--- src/rtl/counter_pkg.sv ---
// Shared types and limits for the up/down counter family.
package counter_pkg;

    // Counting direction as seen on the up_down pin.
    typedef enum logic {
        CNT_DOWN = 1'b0,
        CNT_UP   = 1'b1
    } cnt_dir_e;

    // Boundary behaviour as seen on the saturate pin.
    typedef enum logic {
        CNT_WRAP = 1'b0,
        CNT_SAT  = 1'b1
    } cnt_mode_e;

    // Widest counter this family is meant to be built at.
    localparam int CNT_MAX_WIDTH = 16;

endpackage

--- src/rtl/counter_next_logic.sv ---
// Combinational step logic: the count one enabled step ahead, plus a flag marking
// a boundary event (stepping past max_value going up, or past zero going down).
module counter_next_logic
    import counter_pkg::*;
#(
    parameter int WIDTH = 4
) (
    input  logic [WIDTH-1:0] count,
    input  logic [WIDTH-1:0] max_value,
    input  logic             up_down,
    input  logic             saturate,
    output logic [WIDTH-1:0] next_count,
    output logic             boundary
);

    localparam logic [WIDTH-1:0] ONE = WIDTH'(1);

    cnt_dir_e         dir;
    cnt_mode_e        mode;
    logic             at_or_above_max;
    logic             above_max;
    logic             at_zero;
    logic [WIDTH-1:0] count_inc;
    logic [WIDTH-1:0] count_dec;

    assign dir             = cnt_dir_e'(up_down);
    assign mode            = cnt_mode_e'(saturate);
    assign at_or_above_max = (count >= max_value);
    assign above_max       = (count > max_value);
    assign at_zero         = (count == '0);
    assign count_inc       = count + ONE;
    assign count_dec       = count - ONE;

    // Choose the stepped value; a count left above a lowered max_value is pulled
    // back to max_value when saturating down, but that is not a boundary event.
    always_comb begin
        next_count = count;
        boundary   = 1'b0;
        if (dir == CNT_UP) begin
            if (at_or_above_max) begin
                boundary   = 1'b1;
                next_count = (mode == CNT_SAT) ? max_value : '0;
            end else begin
                next_count = count_inc;
            end
        end else begin
            if (at_zero) begin
                boundary   = 1'b1;
                next_count = (mode == CNT_SAT) ? '0 : max_value;
            end else if (above_max && (mode == CNT_SAT)) begin
                next_count = max_value;
            end else begin
                next_count = count_dec;
            end
        end
    end

endmodule

--- src/rtl/d_flipflop.sv ---
// Single-bit D flip-flop with asynchronous active-low reset to a fixed bit value.
module d_flipflop #(
    parameter logic RESET_BIT = 1'b0
) (
    input  logic clk,
    input  logic reset_n,
    input  logic d,
    output logic q
);

    // Capture d on each rising edge; reset_n forces the configured reset bit at once.
    always_ff @(posedge clk or negedge reset_n) begin
        if (!reset_n) begin
            q <= RESET_BIT;
        end else begin
            q <= d;
        end
    end

endmodule

--- src/rtl/counter_updown_n.sv ---
// Parametrised up/down counter with clear, clamped load, wrap/saturate modes,
// a registered terminal-count pulse and a sticky overflow flag.
module counter_updown_n
    import counter_pkg::*;
#(
    parameter int WIDTH       = 4,
    parameter int RESET_VALUE = 0
) (
    input  logic             clk,
    input  logic             reset_n,
    input  logic             clear,
    input  logic             load,
    input  logic [WIDTH-1:0] load_data,
    input  logic             enable,
    input  logic             up_down,
    input  logic             saturate,
    input  logic [WIDTH-1:0] max_value,
    output logic [WIDTH-1:0] count,
    output logic             tc,
    output logic             overflow
);

    localparam logic [WIDTH-1:0] RESET_COUNT = WIDTH'(RESET_VALUE);

    logic [WIDTH-1:0] step_count;
    logic             step_boundary;
    logic [WIDTH-1:0] load_count;
    logic [WIDTH-1:0] count_d;
    logic             tc_d;
    logic             overflow_d;

    counter_next_logic #(
        .WIDTH(WIDTH)
    ) u_next (
        .count      (count),
        .max_value  (max_value),
        .up_down    (up_down),
        .saturate   (saturate),
        .next_count (step_count),
        .boundary   (step_boundary)
    );

    // Loaded values never exceed the programmed terminal value.
    assign load_count = (load_data < max_value) ? load_data : max_value;

    // Priority mux: clear beats load beats enable beats hold; tc only survives one cycle.
    always_comb begin
        count_d    = count;
        tc_d       = 1'b0;
        overflow_d = overflow;
        if (clear) begin
            count_d    = RESET_COUNT;
            overflow_d = 1'b0;
        end else if (load) begin
            count_d = load_count;
        end else if (enable) begin
            count_d    = step_count;
            tc_d       = step_boundary;
            overflow_d = overflow | step_boundary;
        end
    end

    // One flip-flop per count bit, each resetting to its bit of RESET_VALUE.
    generate
        for (genvar i = 0; i < WIDTH; i++) begin : g_count_bit
            d_flipflop #(
                .RESET_BIT(RESET_COUNT[i])
            ) u_bit (
                .clk     (clk),
                .reset_n (reset_n),
                .d       (count_d[i]),
                .q       (count[i])
            );
        end
    endgenerate

    // Status flags register alongside the count so tc lines up with the new value.
    always_ff @(posedge clk or negedge reset_n) begin
        if (!reset_n) begin
            tc       <= 1'b0;
            overflow <= 1'b0;
        end else begin
            tc       <= tc_d;
            overflow <= overflow_d;
        end
    end

endmodule

--- config.mk ---
export PLATFORM = sky130hd
export DESIGN_NAME = counter_updown_n
export DESIGN_NICKNAME = d
export VERILOG_FILES = /design/src/rtl/counter_pkg.sv /design/src/rtl/counter_next_logic.sv /design/src/rtl/d_flipflop.sv /design/src/rtl/counter_updown_n.sv
export SDC_FILE = /design/constraint.sdc
export NUM_CORES = 1
export LEC_CHECK = 0
export CELL_PAD_IN_SITES_DETAIL_PLACEMENT = 1
export CELL_PAD_IN_SITES_GLOBAL_PLACEMENT = 2
export CORE_MARGIN = 4
export CORE_UTILIZATION = 24
export DETAILED_ROUTE_END_ITERATION = 12
export PLACE_DENSITY_LB_ADDON = 0.3
export SLEW_MARGIN = 20
export SYNTH_ARGS = -nofsm -noshare
export SYNTH_HDL_FRONTEND = slang
export SYNTH_SLANG_ARGS = --single-unit
--- constraint.sdc ---
create_clock -name clk -period 2 [get_ports clk]
set_input_delay 0.6 -clock clk [delete_from_list [all_inputs] [get_ports clk]]
set_output_delay 0.6 -clock clk [all_outputs]
set_load 0.02 [all_outputs]
# [Word level (Yosys, flattened, before mapping)]
# Cells that the tools add are included.
[classes] n_shift=0 n_mul=0 bitwise=1 div_mod_pow=0 n_addsub=2 n_mux=19 order_cmp=3 n_reduce_logical=5 eq_ne=1
[op_table] cell="$mux 4" n=10
[op_table] cell="$mux 1" n=9
[op_table] cell="$add 4x1->4 const B" n=1
[op_table] cell="$ge 4x4->1" n=1
[op_table] cell="$gt 4x4->1" n=1
[op_table] cell="$logic_not 4->1" n=1
[op_table] cell="$lt 4x4->1" n=1
[op_table] cell="$sub 4x1->4 const B" n=1
[op_table] cell="$reduce_bool 3->1" n=1
[op_table] cell="$ne 2x2->1 const B" n=1
[op_table] cell="$reduce_and 2->1" n=1
[op_table] cell="$reduce_bool 2->1" n=1
[op_table] cell="$logic_and 1x1->1" n=1
[op_table] cell="$or 1x1->1" n=1
[totals] latchBits=0 word_cells=37 memories=0 output_inout_bits=6 register_bits=6 in_bits=15 mem_bits_rw=0 mem_bits_ro=0

# [Depth between registers and ports, before layout]
[logic_depth] ltp_word=8 depth_mapped=9 mapped_depth_nobuf=8

# [Modules after synthesis]
# From an unflattened synthesis, not the netlist that was laid out.
[unflattened] cells_unflattened=99 hier_area_um2=853.3
[by_module_without_submodules] module="counter_next_logic" cells_each=62 n_inst=1 seq_area_each_um2=0.0 area_per_inst_um2=473.0
[by_module_without_submodules] module="counter_updown_n" cells_each=33 n_inst=1 seq_area_each_um2=50.0 area_per_inst_um2=280.3
[by_module_without_submodules] module="d_flipflop" cells_each=1 n_inst=4 seq_area_each_um2=25.0 area_per_inst_um2=25.0

# [Worst setup path before layout]
# No wires, ideal clock.
[synth_timing] path_kind="input -> register" from="input port max_value[1]" to="register g_count_bit[0].u_bit.q" required_time_ns=1.856 setup_time_ns=0.144 cell_stages=8 slack_ns=-0.135 n_path_buf=0 arrival_time_ns=1.991 cell_sequence="inv_1 ha_1 nor2b_2 o211ai_2 a21oi_2 and3_1 a2111oi_0 o221ai_1"
[synth_between] elab_chain_cells=8 word_cells_on_any_way=12 cone_classes="order compare: 3; mux: 8; reduce/logical: 1"
[synth_lines] item="start: declaration" line="counter_updown_n.sv:17" rtl="input logic [WIDTH-1:0] max_value,"
[synth_lines] item="$gt 4x4->1" line="counter_next_logic.sv:29" rtl="assign above_max = (count > max_value);"
[synth_lines] item="$logic_and 1x1->1" line="counter_next_logic.sv:50" rtl="end else if (above_max && (mode == CNT_SAT)) begin"
[synth_lines] item="$mux 4" line="counter_next_logic.sv:50"
[synth_lines] item="$mux 4" line="counter_next_logic.sv:47" rtl="if (at_zero) begin"
[synth_lines] item="$mux 4" line="counter_next_logic.sv:39" rtl="if (dir == CNT_UP) begin"
[synth_lines] item="$mux 4" line="counter_updown_n.sv:56" rtl="end else if (enable) begin"
[synth_lines] item="$mux 4 (*)" line="counter_updown_n.sv:54" rtl="end else if (load) begin"
[synth_lines] item="$mux 4 (*)" line="counter_updown_n.sv:51" rtl="if (clear) begin"
[synth_lines] item="end signal: assignment" line="d_flipflop.sv:14" rtl="q <= RESET_BIT;"
[synth_lines] item="end signal: assignment" line="d_flipflop.sv:16" rtl="q <= d;"
[synth_lines] item="end: declaration" line="d_flipflop.sv:8" rtl="output logic q"
# Every way passes the cells marked *; elsewhere a longest branch is shown, timed or not. The select of a mux whose other input is x is not followed.
# A chain may end at the register's enable or synchronous reset.

# [Worst setup path in the final report]
[layout_timing] from="input port saturate" to="register g_count_bit[1].u_bit.q"
[layout_between] elab_chain_cells=7 word_cells_on_any_way=10 cone_classes="mux: 9; reduce/logical: 1"
[layout_lines] item="start: declaration" line="counter_updown_n.sv:16" rtl="input logic saturate,"
[layout_lines] item="$logic_and 1x1->1" line="counter_next_logic.sv:50"
[layout_lines] item="$mux 4" line="counter_next_logic.sv:50"
[layout_lines] item="$mux 4" line="counter_next_logic.sv:47"
[layout_lines] item="$mux 4 (*)" line="counter_next_logic.sv:39"
[layout_lines] item="$mux 4 (*)" line="counter_updown_n.sv:56"
[layout_lines] item="$mux 4 (*)" line="counter_updown_n.sv:54"
[layout_lines] item="$mux 4 (*)" line="counter_updown_n.sv:51"
[layout_lines] item="end signal: assignment" line="d_flipflop.sv:14"
[layout_lines] item="end signal: assignment" line="d_flipflop.sv:16"
[layout_lines] item="end: declaration" line="d_flipflop.sv:8"
# Marked as above.

==> summary.md <==
| Metric | Value |
|---|---|
| Core occupancy in the finished layout | 44.1% |
| Number of max-slew violations in the final report | 0 |
| Outcome | finished clean |
| Clock Tree Buf Depth | 2 |
| Register area share after synthesis | 19.0% |
| Share of total power in combinational logic | 62.0% |
| Shortest clock period the worst path allows after layout | 2.00 ns |
| GR Layer Usage met3 | 1.71% |
| Number of I/O port buffers | 20 |
| Worst hold path class | register to register |
| Sequential share of power | 20.9% |
| Top flip-flop cell by instance count after synthesis | dfrtp_1 |
| Warnings, synthesis | 0 |
| Clock network latency to the later pin of the worst-skew pair | 0.25 ns |
| Power density relative to cell area | 502 nW/µm² |
| Post-synthesis cell type with the largest combined area | dfrtp_1 |
| Maximum fanout along the worst path | 8 |
| Period utilization | 99.9% |
| Hold buffer count at cts | 0 |
| EDFF count, synth | 0 |
| Synthesized instance count | 104 |
| Adder and majority gate portion of the synthesized area | 14.3% |
| Static leakage | 0.612 nW |
| Startpoint-to-endpoint class of the critical path | input port to register |
| Met1 track utilization from global routing | 18.6% |
| CP Data Arrival Time | 2.13 ns |
| Combinational family with the most area after synthesis | simple AND/OR/NAND/NOR gates |
| Proportion of synthesized area in mux cells | 5.08% |
| Fraction of power spent switching nets | 40.2% |
| Fraction of met2 tracks used by global routing | 26.8% |
| Pin count of the biggest net entering global routing | 11 |
| # rows | 20 |
| TritonCTS clock tree | built |
| Number of stages on the worst hold path | 2 |
| Global-route total usage across every layer | 14.7% |
| HPWL reported at the end of detailed placement | 2330 µm |
| Worst voltage drop across the vdd grid | 168 µV |
| Routed WL per cell | 15.0 µm |
| Buffer cell driving the clock tree root | clkbuf_4 |
| Antenna diode count | 0 |
| First-iteration detailed-routing DRC count | 17 |
| Initial Utilization | 25.4% |
| Accumulated negative setup slack | 0 ns |
| Gpl congestion | 0.881 |
| Layout Area Growth over Synthesis | 73.7% |
| Internal portion of total power | 0.410 mW |
| Unrepaired setup endpoints after global routing | true |
| Via density | 4.80 |
| Final hold violation count | 0 |
| Global-route wire length before repair | 4830 µm |
| F_max | 501 MHz |
| Transition time of the tightest slew-check pin | 0.319 ns |
| I/O pin cnt | 21 |
| CTS buffer count | 3 |
| Element type at the critical path start | input port |
| Critical path endpoint category | register |
| Layout cell share with drive strength beyond 1 | 40.3% |
| Post-synthesis cell area | 788 µm² |
| Post-synth cell types | 35 |
| Final setup vio count | 0 |
| Htree depth | 1 |
| Flip-flop and latch area | 150 µm² |
| Headroom to the max-slew limit | 78.6% |
| Minimum hold slack | 0.530 ns |
| Area share of the largest cell type after synthesis | 19.0% |
| Overflow left after global routing | 0 |
| Data required time of the worst path | 2.13 ns |
| Area of the multi-input gates | 737 µm² |
| Compound-Gate Fraction of Synth Area | 24.6% |
| Async set-reset flop share out of synthesis | 100% |
| # Max-Cap Violations | 0 |
| Total net switching power | 0.276 mW |
| Post-Route Skew | 0.00293 ns |
| Area share of and/or/nand/nor cells after synthesis | 25.1% |
| Die Width | 65.3 µm |
| Clock sink count | 6 |
| Initial antenna violation count | 0 |
| Portion of total power attributed to the clock network | 17.1% |
| Number of global-route vias before repair | 998 |
| DRC errors left | 0 |
| Routed via count | 902 |
| Depth of the worst register-to-register path | 7 |
| First-pass DRT Iterations | 2 |
| Post-synthesis net count | 128 |
| Final-layout fill cell count | 388 |
| Number of register bits inferred by synthesis | 6 |
| Area share of xor/xnor cells in the synthesized design | 2.22% |
| Dominant cells by area after synthesis | dfrtp_1, ha_1, a21oi_1, nor2_1, mux2i_1 |
| Die ar. | 4270 µm² |
| Total wirelength of the detailed-routed design | 2830 µm |
| Clock slew at the register clock pins of the worst setup and hold paths | 0.05 ns |
| Post-Syn Area per Cell | 7.58 µm² |
| Core Footprint | 3100 µm² |
| Vert. Die Dim | 65.3 µm |
| Busiest metal layer after global routing | met2 |
| Residual antenna-violating net count after detailed routing | 0 |
| Final net count | 170 |
==> kinds of logic after synthesis <==
logic type / count (synthesis)
xor+xnor: 2
mux: 4
flops: 6
simple gates: 41
compound gates: 28
buf+inv: 14
fa+ha+maj: 9
==> metal layers <==
metal  vias to the layer above  wire [µm]
met5                         -          0
met4                         0          0
met3                         0         71
met2                        12       1490
met1                       430       1260
li1                        460          -
==> cell usage in the layout, fill, tap and decap left out, drive strengths merged <==
master,count
a2111oi,3
a211o,1
a21oi,12
a221o,1
a311o,1
a311oi,1
a31oi,2
and2,1
and3,3
buf,26
clkbuf,5
clkdlybuf4s50,9
dfrtp,6
dlygate4sd2,6
dlymetal6s2s,1
ha,9
inv,7
mux2i,4
nand2,9
nand2b,3
nand3,2
nand4,1
nor2,13
nor2b,3
nor3,3
o211ai,1
o21ai,3
o221ai,1
o311a,1
o31ai,1
or3,3
xnor2,1
xor2,1
==> worst paths after layout <==
| kind | from | to | slack [ns] |
|---|---|---|---|
| max reg2reg | g_count_bit[1].u_bit.q$_DFFE_PN0P_ | g_count_bit[1].u_bit.q$_DFFE_PN0P_ | 0.02 |
| min reg2reg | overflow$_DFFE_PN0P_ | overflow$_DFFE_PN0P_ | 0.53 |
| min in group asynchronous | reset_n | tc$_DFF_PN0_ | 0.61 |
| min | overflow$_DFFE_PN0P_ | overflow$_DFFE_PN0P_ | 0.53 |
| max | saturate | g_count_bit[1].u_bit.q$_DFFE_PN0P_ | 0.003 |
| max in group asynchronous | reset_n | g_count_bit[1].u_bit.q$_DFFE_PN0P_ | 1.15 |
==> worst max-delay path, stage by stage <==
cell and delay (ns):
clkdlybuf4s50_1 0.49, buf_6 0.13, nand2_2 0.07, a21oi_4 0.27, or3_4 0.19, a311oi_2 0.10
a211o_1 0.28
==> cell type report <==
cell class              instances  share of cell area (%)
multi-input cells              84                    53.8
repair buffers                 44                    26.7
inverters                       7                    2.83
well taps                      44                    4.02
clock buffers                   3                    1.65
flip-flops and latches          6                    11.0
==> registers in the layout, indices dropped and copies added (netlist names) <==
name and count:
g_count_bit.u_bit.q 4, overflow 1, tc 1
==> power by group through the flow <==
stage | logic, mW | clock network, mW | registers (mW)
final | 0.426 | 0.117 | 0.143
after global routing | 0.467 | 0.126 | 0.145
after CTS | 0.402 | 0.122 | 0.144
after detailed placement | 0.360 | 0 | 0.145
after global placement | 0.353 | 0 | 0.144
after floorplan | 0.208 | 0 | 0.152
==> stage by stage <==
step / setup WS (ns) / instances / power, mW / instance area (µm²)
after global routing: -0.0754 / 188 / 0.737 / 1370
after CTS: 0.0173 / 188 / 0.668 / 1320
after detailed placement: -0.913 / 184 / 0.505 / 1200
final: 0.00272 / 188 / 0.687 / 1370
after global placement: -0.796 / 184 / 0.497 / 1200
after floorplan: -0.0775 / 104 / 0.360 / 825
==> cell usage after synthesis (2+ instances only) <==
library cell / instances
a2111oi_0: 3
a21oi_1: 11
a31oi_1: 2
and3_1: 3
buf_4: 4
dfrtp_1: 6
ha_1: 9
inv_1: 7
mux2i_1: 4
nand2_1: 9
nand2b_1: 3
nand3_1: 2
nor2_1: 13
nor2b_1: 2
nor3_1: 3
o21ai_0: 2
or3_1: 3
==> what timing repair did <==
action                     4_1_cts  5_1_grt
pin swaps                       16       11
setup endpoints to repair        9        6
gates resized for setup         40       14
setup buffers                    1        0
Power figures use the tool's default switching activity.
